==> config.mk <==
export PLATFORM = sky130hd
export DESIGN_NAME = oai22_pattern_driver_flat
export DESIGN_NICKNAME = d
export VERILOG_FILES = /design/src/rtl/oai22_pattern_driver_if.sv /design/src/rtl/oai22_pattern_driver.sv /design/src/flat_wrapper.sv
export SDC_FILE = /design/constraint.sdc
export NUM_CORES = 1
export LEC_CHECK = 0
export BUFFER_PORTS_ARGS = -buffer_cell sky130_fd_sc_hd__buf_2
export CAP_MARGIN = 20
export CORE_MARGIN = 3
export CORE_UTILIZATION = 51
export CTS_CLUSTER_DIAMETER = 30
export DETAILED_ROUTE_END_ITERATION = 10
export PLACE_DENSITY = 0.8
export SYNTH_ARGS = -nofsm -noshare
export SYNTH_HDL_FRONTEND = slang
export SYNTH_SLANG_ARGS = --single-unit
==> constraint.sdc <==
create_clock -name clk -period 2.5 [get_ports clk]
set_clock_uncertainty 0.15 [all_clocks]
set_input_delay 0.5 -clock clk [delete_from_list [all_inputs] [get_ports clk]]
set_output_delay 0.5 -clock clk [all_outputs]
set_load 0.05 [all_outputs]
==> src/rtl/oai22_pattern_driver_if.sv <==
// Drive/response bundle between the OAI22 pattern driver and the cell under test.
// The master modport is the driver side; the slave modport is the cell/controller side.
interface oai22_pattern_driver_if;
    logic       start;
    logic       abort;
    logic       resp_y;
    logic       stim_a;
    logic       stim_b;
    logic       stim_c;
    logic       stim_d;
    logic       busy;
    logic       done;
    logic       pass;
    logic [4:0] err_count;
    logic       first_fail_valid;
    logic [3:0] first_fail_vec;

    modport master (
        input  start, abort, resp_y,
        output stim_a, stim_b, stim_c, stim_d, busy, done, pass,
               err_count, first_fail_valid, first_fail_vec
    );

    modport slave (
        output start, abort, resp_y,
        input  stim_a, stim_b, stim_c, stim_d, busy, done, pass,
               err_count, first_fail_valid, first_fail_vec
    );
endinterface

==> src/rtl/oai22_pattern_driver.sv <==
// Walks all 16 A/B/C/D vectors through an OAI22 cell, waits a settle window per
// vector, and scores the returned Y against ~((A|B)&(C|D)).
module oai22_pattern_driver #(
    parameter int unsigned SETTLE_CYCLES = 2
) (
    input  logic                   clk,
    input  logic                   rst_n,
    oai22_pattern_driver_if.master bus
);
    localparam int unsigned VEC_W    = 4;
    localparam int unsigned ERR_W    = 5;
    localparam int unsigned SETTLE_W = 8;
    localparam logic [SETTLE_W-1:0] SETTLE_RELOAD = SETTLE_W'(SETTLE_CYCLES - 1);
    localparam logic [VEC_W-1:0]    LAST_VEC      = VEC_W'(15);

    typedef enum logic [1:0] {IDLE, APPLY, SAMPLE, DONE} state_t;

    state_t              state_q, state_d;
    logic [VEC_W-1:0]    vec_q, vec_d;
    logic [SETTLE_W-1:0] settle_q, settle_d;
    logic [VEC_W-1:0]    stim_q, stim_d;
    logic                busy_q, busy_d;
    logic                done_q, done_d;
    logic                pass_q, pass_d;
    logic [ERR_W-1:0]    err_q, err_d;
    logic                ffv_q, ffv_d;
    logic [VEC_W-1:0]    ffvec_q, ffvec_d;
    logic                exp_y_c;
    logic                mismatch_c;

    assign exp_y_c    = ~((vec_q[3] | vec_q[2]) & (vec_q[1] | vec_q[0]));
    assign mismatch_c = (bus.resp_y != exp_y_c);

    // State and registered outputs
    always_ff @(posedge clk) begin
        if (!rst_n) begin
            state_q  <= IDLE;
            vec_q    <= '0;
            settle_q <= '0;
            stim_q   <= '0;
            busy_q   <= 1'b0;
            done_q   <= 1'b0;
            pass_q   <= 1'b0;
            err_q    <= '0;
            ffv_q    <= 1'b0;
            ffvec_q  <= '0;
        end else begin
            state_q  <= state_d;
            vec_q    <= vec_d;
            settle_q <= settle_d;
            stim_q   <= stim_d;
            busy_q   <= busy_d;
            done_q   <= done_d;
            pass_q   <= pass_d;
            err_q    <= err_d;
            ffv_q    <= ffv_d;
            ffvec_q  <= ffvec_d;
        end
    end

    // Next-state and next-output logic
    always_comb begin
        state_d  = state_q;
        vec_d    = vec_q;
        settle_d = settle_q;
        stim_d   = stim_q;
        pass_d   = pass_q;
        err_d    = err_q;
        ffv_d    = ffv_q;
        ffvec_d  = ffvec_q;

        unique case (state_q)
            IDLE: begin
                if (bus.start && !bus.abort) begin
                    err_d    = '0;
                    ffv_d    = 1'b0;
                    ffvec_d  = '0;
                    pass_d   = 1'b0;
                    vec_d    = '0;
                    settle_d = SETTLE_RELOAD;
                    state_d  = APPLY;
                end
            end
            APPLY: begin
                if (bus.abort) begin
                    pass_d  = 1'b0;
                    state_d = IDLE;
                end else if (settle_q != '0) begin
                    settle_d = settle_q - SETTLE_W'(1);
                end else begin
                    state_d = SAMPLE;
                end
            end
            SAMPLE: begin
                if (bus.abort) begin
                    pass_d  = 1'b0;
                    state_d = IDLE;
                end else begin
                    if (mismatch_c) begin
                        err_d = err_q + ERR_W'(1);
                        if (!ffv_q) begin
                            ffv_d   = 1'b1;
                            ffvec_d = vec_q;
                        end
                    end
                    if (vec_q == LAST_VEC) begin
                        pass_d  = (err_d == '0);
                        state_d = DONE;
                    end else begin
                        vec_d    = vec_q + VEC_W'(1);
                        settle_d = SETTLE_RELOAD;
                        stim_d   = vec_q + VEC_W'(1);
                        state_d  = APPLY;
                    end
                end
            end
            DONE: begin
                state_d = IDLE;
            end
            default: begin
                state_d = IDLE;
            end
        endcase

        // Stimulus is parked at zero whenever no vector is being applied
        if (state_d == IDLE || state_d == DONE) begin
            stim_d = '0;
        end
        busy_d = (state_d == APPLY) || (state_d == SAMPLE);
        done_d = (state_d == DONE);
    end

    assign bus.stim_a           = stim_q[3];
    assign bus.stim_b           = stim_q[2];
    assign bus.stim_c           = stim_q[1];
    assign bus.stim_d           = stim_q[0];
    assign bus.busy             = busy_q;
    assign bus.done             = done_q;
    assign bus.pass             = pass_q;
    assign bus.err_count        = err_q;
    assign bus.first_fail_valid = ffv_q;
    assign bus.first_fail_vec   = ffvec_q;
endmodule

==> src/flat_wrapper.sv <==
// flat-port wrapper written by rule: the top's interface ports become plain ports
module oai22_pattern_driver_flat 
#(
    parameter int unsigned SETTLE_CYCLES = 2
)
  (clk, rst_n, bus_start, bus_abort, bus_resp_y, bus_stim_a, bus_stim_b, bus_stim_c, bus_stim_d, bus_busy, bus_done, bus_pass, bus_err_count, bus_first_fail_valid, bus_first_fail_vec);
  oai22_pattern_driver_if bus_i ();
  input  logic clk;
  input  logic rst_n;
  input wire logic [$bits(bus_i.start)-1:0] bus_start;
  input wire logic [$bits(bus_i.abort)-1:0] bus_abort;
  input wire logic [$bits(bus_i.resp_y)-1:0] bus_resp_y;
  output wire logic [$bits(bus_i.stim_a)-1:0] bus_stim_a;
  output wire logic [$bits(bus_i.stim_b)-1:0] bus_stim_b;
  output wire logic [$bits(bus_i.stim_c)-1:0] bus_stim_c;
  output wire logic [$bits(bus_i.stim_d)-1:0] bus_stim_d;
  output wire logic [$bits(bus_i.busy)-1:0] bus_busy;
  output wire logic [$bits(bus_i.done)-1:0] bus_done;
  output wire logic [$bits(bus_i.pass)-1:0] bus_pass;
  output wire logic [$bits(bus_i.err_count)-1:0] bus_err_count;
  output wire logic [$bits(bus_i.first_fail_valid)-1:0] bus_first_fail_valid;
  output wire logic [$bits(bus_i.first_fail_vec)-1:0] bus_first_fail_vec;
  assign bus_i.start = bus_start;
  assign bus_i.abort = bus_abort;
  assign bus_i.resp_y = bus_resp_y;
  assign bus_stim_a = bus_i.stim_a;
  assign bus_stim_b = bus_i.stim_b;
  assign bus_stim_c = bus_i.stim_c;
  assign bus_stim_d = bus_i.stim_d;
  assign bus_busy = bus_i.busy;
  assign bus_done = bus_i.done;
  assign bus_pass = bus_i.pass;
  assign bus_err_count = bus_i.err_count;
  assign bus_first_fail_valid = bus_i.first_fail_valid;
  assign bus_first_fail_vec = bus_i.first_fail_vec;
  oai22_pattern_driver #(.SETTLE_CYCLES(SETTLE_CYCLES)) u_core (.clk(clk), .rst_n(rst_n), .bus(bus_i));
endmodule
# Yosys cells after proc, flatten, opt, wreduce, memory -nomap -nowiden
# Index checks and enable logic that the tools add are counted.
[word_totals] out_inout_bits=17 regBits=31 elab_cells=89 input_bits=5
[classes] reduce_logical=18 bitwise=7 n_eq_ne=17 addsub=3 n_mux=34
[ops] operator="$mux W8" count=5
[ops] operator="$mux W5" count=5
[ops] operator="$mux W4" count=6
[ops] operator="$pmux W8 S3" count=1
[ops] operator="$pmux W4 S2" count=2
[ops] operator="$reduce_and A4 Y1" count=3
[ops] operator="$mux W2" count=5
[ops] operator="$ne A2 B2 Y1 const B" count=5
[ops] operator="$pmux W5 S2" count=1
[ops] operator="$eq A2 B2 Y1 const B" count=4
[ops] operator="$pmux W2 S4" count=1
[ops] operator="$reduce_bool A8 Y1" count=1
[ops] operator="$sub A8 B1 Y8 const B" count=1
[ops] operator="$mux W1" count=6
[ops] operator="$ne A2 B1 Y1 const B" count=3
[ops] operator="$reduce_and A3 Y1" count=2
[ops] operator="$reduce_and A6 Y1" count=1
[ops] operator="$add A5 B1 Y5 const B" count=1
[ops] operator="$logic_not A5 Y1" count=1
[ops] operator="$reduce_and A5 Y1" count=1
[ops] operator="$add A4 B1 Y4 const B" count=1
[ops] operator="$eq A2 B1 Y1 const B" count=2
[ops] operator="$eq A4 B4 Y1 const B" count=1
[ops] operator="$logic_not A2 Y1" count=2
[ops] operator="13 further kinds" count=18

# Depth between registers and ports, before layout
# Gate-level depths: netlist (run 1).
[depth] depth_word=11 ltp_mapped=9

# Least setup slack after synthesis (run 1)
# OpenSTA, ideal clock, no wires.
[synth_path] path_kind="register to register" startpoint="register u_core.err_q[0], in the netlist u_core.bus.err_count[0]" endpoint="register u_core.pass_q, in the netlist u_core.bus.pass" slack_ns=0.550 stages_incl_launch_ff=6 arrival_ns=1.699 period_less_slack_ns=1.950 n_path_buf=0 path_cell_list="dfxtp_1 > ha_1 > nand4_1 > mux2i_1 > xor2_1 > o41ai_1"
[synth_between] elab_chain_cells=8
[synth_rtl] item="from (decl)" line_no="oai22_pattern_driver.sv:25" text="logic [ERR_W-1:0] err_q, err_d;"
[synth_rtl] item="from (signal assigned)" line_no="oai22_pattern_driver.sv:55" text="err_q <= err_d;"
[synth_rtl] item="$add A5 B1 Y5" line_no="oai22_pattern_driver.sv:100" text="err_d = err_q + ERR_W'(1);"
[synth_rtl] item="$mux W5 *" line_no="oai22_pattern_driver.sv:99" text="if (mismatch_c) begin"
[synth_rtl] item="$mux W5 *" line_no="oai22_pattern_driver.sv:95" text="if (bus.abort) begin"
[synth_rtl] item="$mux W5 *" line_no="oai22_pattern_driver.sv:72" text="unique case (state_q)"
[synth_rtl] item="$logic_not A5 Y1 *" line_no="oai22_pattern_driver.sv:107" text="pass_d = (err_d == '0);"
[synth_rtl] item="$mux W1 *" line_no="oai22_pattern_driver.sv:106" text="if (vec_q == LAST_VEC) begin"
[synth_rtl] item="$mux W1 *" line_no="oai22_pattern_driver.sv:95"
[synth_rtl] item="$pmux W1 S3 *" line_no="oai22_pattern_driver.sv:72"
[synth_rtl] item="to (signal assigned)" line_no="oai22_pattern_driver.sv:54" text="pass_q <= pass_d;"
[synth_rtl] item="to (decl)" line_no="oai22_pattern_driver.sv:24" text="logic pass_q, pass_d;"
# Mark *: on every way between the ends. The rest lies on a longest branch, timed or not. The select of a mux whose other input is x is not followed.
# A chain may end at the register's enable or synchronous reset.

# Worst setup path in the final report (run 1)
[layout_path] startpoint="register u_core.settle_q[3]" endpoint="register u_core.stim_q[3]"
[layout_between] elab_chain_cells=7 elab_cells_between_ends=8 classes_between="1 x eq/ne; 3 x mux; 4 x reduce/logical"
[layout_rtl] item="from (decl)" line_no="oai22_pattern_driver.sv:20" text="logic [SETTLE_W-1:0] settle_q, settle_d;"
[layout_rtl] item="from (signal assigned)" line_no="oai22_pattern_driver.sv:50" text="settle_q <= settle_d;"
[layout_rtl] item="$reduce_bool A8 Y1 *" line_no="oai22_pattern_driver.sv:88" text="end else if (settle_q != '0) begin"
[layout_rtl] item="$mux W2 *" line_no="oai22_pattern_driver.sv:88"
[layout_rtl] item="$mux W2 *" line_no="oai22_pattern_driver.sv:85" text="if (bus.abort) begin"
[layout_rtl] item="$pmux W2 S4 *" line_no="oai22_pattern_driver.sv:72"
[layout_rtl] item="named net u_core.state_d[0]" line_no="oai22_pattern_driver.sv:18" text="state_t state_q, state_d;"
[layout_rtl] item="$eq A2 B2 Y1 or $logic_not A2 Y1 (tied branches)" line_no="oai22_pattern_driver.sv:126" text="if (state_d == IDLE || state_d == DONE) begin"
[layout_rtl] item="$logic_or A1 B1 Y1 *" line_no="oai22_pattern_driver.sv:126"
[layout_rtl] item="$reduce_or A2 Y1 (no source line) *"
[layout_rtl] item="to (signal assigned)" line_no="oai22_pattern_driver.sv:51" text="stim_q <= stim_d;"
[layout_rtl] item="to (decl)" line_no="oai22_pattern_driver.sv:21" text="logic [VEC_W-1:0] stim_q, stim_d;"
# The timed path passes the listed nets; every way through them passes the cells marked *.

==> impl_metrics.ini, run 1 <==
[routing]
wl_per_cell_um = 13.8
ant_nets = 0
dr.pass1.iters = 4
drt-initial-drc-count = 52
routed_wl_um = 3450
vias_per_cell = 5.62
vias = 1411
drc = 0

[sta]
fin_crit_ps = 2130
finalSetupTns_ps = 0
max_slew.worst_pin.slew_ps = 421
rsz0062_at_grt = no
finalCritPeriodShare_pct = 85.4
worst_slack_ps = 365
slew_headroom_pct = 71.7
whs_ps = 326
setup_viol = 0
hold_viol = 0
fmax_mhz = 468
drv_slew = 0

[pwr]
switching_share_pct = 28.2
combPwrFrac_pct = 15.0
p_int_uw = 701
pwr-share-clk_pct = 30.7
p_sw_uw = 275
power_density_nw_per_um2 = 542
ir_drop_v = 0.000326
p_leak_nw = 0.722
sequentialPowerShare_pct = 54.3

[clock_network]
cts_resized = 0
cts_buffers = 5
clkTransAtPathRegs_ps = 100
postCtsHoldBufs = 0
clock-sinks = 31
htreeDepth = 2
cts_tree = done
cts_setup_buffers = 0
clock_latency_ps = 330
cts-root-buf = clkbuf_4
clockBufferDepth = 2

[run]
cap_viol_max_count = 0

[synthesis]
ys_seq_area_share_pct = 38.5
synthArstFlopShare_pct = 0
mappedNetlistArea_um2 = 1610
avgSynthCellArea_um2 = 8.66
yosysUniqueCellTypes = 44
synthCells = 186
synth_edf_count = 0
yosys_warnings = 0
ys.flop_type = dfxtp_1
synth_seq_cells = 31
synth_nets = 196

[placement]
portBuffers = 21
gp_congestion = 0.864
place_area_um2 = 1740
placed_cells = 244
dpl_worst_slack_ps = 392
dp.final_hpwl_um = 2510

[floorplan]
coreArea_um2 = 2880
num_rows = 19
start_util_pct = 56.0
dieArea_um2 = 3870
num_io_pins = 22
die_x_um = 62.2
die_y_um = 62.2

[critical_path]
critPathSlowestCell = dfxtp_1
end_kind = flip-flop
path_max_fanout = 5
worstSetupStartpointType = flip-flop
worst_r2r_path_depth = 7
path_depth = 7
path_cells = nor4_4, nor3b_2, nor3_1, or2_1, ha_1, nand2_1, a211oi_1
slowest_delay_ps = 390
path_class = reg -> reg
crit_family = simple AND/OR/NAND/NOR gates
cp.arrival_ps = 2220
path_buf_inv = 0
required_ps = 2590

[cells_and_area]
stdcell_area_um2 = 1800
syn_to_final_growth_pct = 11.6
final_cell_mix = dfxtp_1, buf_2, nor2_1
final_common_cell = dfxtp_1
n_fill_cell = 265
diodes = 0
final_nets = 219
drive_gt1_share_pct = 18.2
final_cells = 251

[grt]
antenna_found_initial = 0
grt_pass1_wl_um = 6060
grt_max_degree = 25
grt_pass1_vias = 1332
grt_usage_pct = 19.5
overflow = 0

[min_path]
worstHoldPathType = reg -> reg
holdPathStages = 2

[status]
status = complete, no violations
final cells by class:
cell class,instances,area [µm²],share of cell area (%)
multi-input combinational,143,938,52.2
sequential,31,621,34.5
timing repair buffer,21,105,5.84
tap,42,52.6,2.92
clock buffer,6,51.3,2.85
inverter,7,26.3,1.46
clock inverter,1,5.00,0.278
sequential cells by signal, summed over array words and instances (netlist names):
| name | cells |
|---|---|
| u_core.bus.busy | 1 |
| u_core.bus.done | 1 |
| u_core.bus.err_count | 5 |
| u_core.bus.first_fail_valid | 1 |
| u_core.bus.first_fail_vec | 4 |
| u_core.bus.pass | 1 |
| u_core.settle_q | 8 |
| u_core.state_q | 2 |
| u_core.stim_q | 4 |
| u_core.vec_q | 4 |
layer usage:
layer,GRT usage [%],up-vias,part of all wire (%)
met5,0,-,0
met4,8.29,0,0.49
met3,6.31,2,5.6
met2,30.5,36,47
met1,24.5,674,47
li1,-,699,-
Yosys cell counts (2+ instances only):
| master | n | area (µm²) |
|---|---|---|
| a21boi_0 | 2 | 15.0 |
| a21oi_1 | 14 | 70.1 |
| a22oi_1 | 2 | 15.0 |
| a32o_1 | 4 | 40.0 |
| and2_1 | 4 | 25.0 |
| clkbuf_1 | 4 | 15.0 |
| dfxtp_1 | 31 | 621 |
| ha_1 | 5 | 62.6 |
| inv_1 | 7 | 26.3 |
| mux2i_1 | 2 | 20.0 |
| nand2_1 | 18 | 67.6 |
| nand2b_1 | 3 | 18.8 |
| nand3_1 | 12 | 60.1 |
| nand4_1 | 2 | 12.5 |
| nor2_1 | 20 | 75.1 |
| nor2b_1 | 8 | 50.1 |
| nor3_1 | 4 | 20.0 |
| o21a_1 | 2 | 15.0 |
| o21ai_0 | 7 | 35.0 |
| or3_1 | 2 | 12.5 |
| xnor2_1 | 3 | 26.3 |
| xor2_1 | 8 | 70.1 |
stage by stage:
stage / total power, mW / util, %
floorplan: 0.653 / -
CTS: 0.985 / 62.5
global route: 1.04 / 62.5
detailed placement: 0.686 / 60.6
finish: 0.976 / 62.5
global placement: 0.680 / 60.6
cell families after synthesis:
| group | share of synthesized area, % |
|---|---|
| simple gates | 27.3 |
| compound gates | 18.9 |
| flops | 38.5 |
| xor+xnor | 6.99 |
| buf+inv | 3.26 |
| fa+ha+maj | 3.88 |
| mux | 1.24 |
worst min-delay path, delay by kind of cell, from the launching register on:
family          cells  cell delay (ps)
flops               1              320
simple gates        1               50
compound gates      1               60
final timing paths:
kind / from / end / slack, ps
hold reg to reg: u_core.stim_q[1] / u_core.stim_q[1] / 330
setup / recovery: u_core.settle_q[3] / u_core.stim_q[3] / 370
setup reg to reg: u_core.settle_q[3] / u_core.stim_q[3] / 370
hold / removal: u_core.stim_q[1] / u_core.stim_q[1] / 330
power by group through the flow:
| stage | logic, mW | registers, mW | clock network (mW) |
|---|---|---|---|
| after detailed placement | 0.145 | 0.541 | 0 |
| after global routing | 0.164 | 0.533 | 0.339 |
| final | 0.147 | 0.530 | 0.299 |
| after floorplan | 0.110 | 0.543 | 0 |
| after global placement | 0.140 | 0.540 | 0 |
| after CTS | 0.146 | 0.530 | 0.309 |
Note: power is estimated with default switching activity, not from simulation.
==> run 2, diff against run 1 <==
==> constraint.sdc (replaced) <==
create_clock -name clk -period 2.5 [get_ports clk]
set_clock_uncertainty 0.15 [all_clocks]
set_input_delay 0.625 -clock clk [delete_from_list [all_inputs] [get_ports clk]]
set_output_delay 0.625 -clock clk [all_outputs]
set_load 0.05 [all_outputs]
==> impl_metrics.ini, run 2 (same netlist as run 1, synthesis figures left out) <==
[clock_network]
cts_setup_buffers = 0
cts-root-buf = clkbuf_4
htreeDepth = 2
clock-sinks = 31
cts_resized = 0
clockBufferDepth = 2
postCtsHoldBufs = 0
clkTransAtPathRegs_ps = 100
cts_buffers = 5
clock_latency_ps = 330
cts_tree = done

[critical_path]
end_kind = flip-flop
slowest_delay_ps = 390
worstSetupStartpointType = flip-flop
path_max_fanout = 5
path_class = reg -> reg
path_cells = nor4_4, nor3b_2, nor3_1, or2_1, ha_1, nand2_1, a211oi_1
path_buf_inv = 0
crit_family = simple AND/OR/NAND/NOR gates
worst_r2r_path_depth = 7
critPathSlowestCell = dfxtp_1
path_depth = 7
cp.arrival_ps = 2270
rrSetupSlack_ps = 340
required_ps = 2600

[pwr]
p_leak_nw = 0.736
power.total_mw = 1.09
ir_drop_v = 0.000428
power_density_nw_per_um2 = 594

[cells_and_area]
register_area_um2 = 621
final_nets = 219
final_util_pct = 63.6
largest_reg_flops = 8
syn_to_final_growth_pct = 13.5
drive_gt1_share_pct = 18.6
diodes = 0
final_cells = 252
max_flop_register = u_core.settle_q
final_common_cell = dfxtp_1
multiInputGateArea_um2 = 938
final_cell_mix = dfxtp_1, buf_2, nor2_1
n_fill_cell = 253

[routing]
drc = 0
wl_per_cell_um = 13.6
ant_nets = 0
vias = 1423
dr.pass1.iters = 4
routed_wl_um = 3430
vias_per_cell = 5.65
drt-initial-drc-count = 68

[min_path]
holdPathStages = 2
worstHoldPathType = reg -> reg

[sta]
max_slew.worst_pin.slew_ps = 486
whs_ps = 329
hold_viol = 0
slew_headroom_pct = 67.4
fin_crit_ps = 2160
finalSetupTns_ps = 0
fmax_mhz = 463
drv_slew = 0
setup_viol = 0
rsz0062_at_grt = no
finalCritPeriodShare_pct = 86.5

[placement]
dp.final_hpwl_um = 2490
placed_cells = 244
portBuffers = 21
gp_congestion = 0.793

[floorplan]
num_rows = 19
coreArea_um2 = 2880
die_y_um = 62.2
die_x_um = 62.2
start_util_pct = 56.0
num_io_pins = 22
dieArea_um2 = 3870

[grt]
grt_max_degree = 25
antenna_found_initial = 0
overflow = 0
grt_usage_pct = 19.1
grt_pass1_vias = 1399
grt_pass1_wl_um = 6150

[run]
cap_viol_max_count = 0

[status]
status = complete, no violations
==> run 2: cell type report <==
| class | instances | area share, % |
|---|---|---|
| well taps | 42 | 2.87 |
| inverters | 7 | 1.44 |
| multi-input cells | 143 | 51.3 |
| clock buffers | 6 | 2.80 |
| repair buffers | 21 | 5.75 |
| clock inverters | 2 | 1.92 |
| flip-flops and latches | 31 | 33.9 |
==> run 2: layer usage <==
layer	wire length [µm]	share of wire, %	GRT usage (%)	up-vias
met4	79	2.3	8.29	0
met1	1570	46	24.2	670
met5	0	0	0	-
met2	1620	47	30.2	40
met3	170	5.0	5.41	11
li1	-	-	-	702
==> run 2: path summary, 6_finish.rpt <==
kind / start / endpoint
worst max-delay path: u_core.settle_q[3] / u_core.stim_q[3]
worst min-delay path: u_core.stim_q[1] / u_core.stim_q[1]
worst max register to register: u_core.settle_q[3] / u_core.stim_q[3]
worst min register to register: u_core.stim_q[1] / u_core.stim_q[1]
==> run 2: report_power, final <==
| group | internal, mW | switching [mW] | total, mW |
|---|---|---|---|
| clock network | 0.236 | 0.173 | 0.409 |
| logic | 0.0608 | 0.0876 | 0.148 |
| registers | 0.510 | 0.0201 | 0.530 |
| total | 0.807 | 0.280 | 1.09 |
==> run 2: worst register-to-register path, delay by kind of cell, from the launching register on <==
family          cells  cell delay (ps)
compound gates      1              180
fa+ha+maj           1              280
flops               1              390
simple gates        5             1090
==> run 2: per-stage QoR <==
stage / area [µm²] / worst slack [ps]
CTS: 1830 / 336
global route: 1830 / 142
finish: 1830 / 338
detailed placement: 1740 / 303
global placement: 1740 / 389
floorplan: 1610 / 550
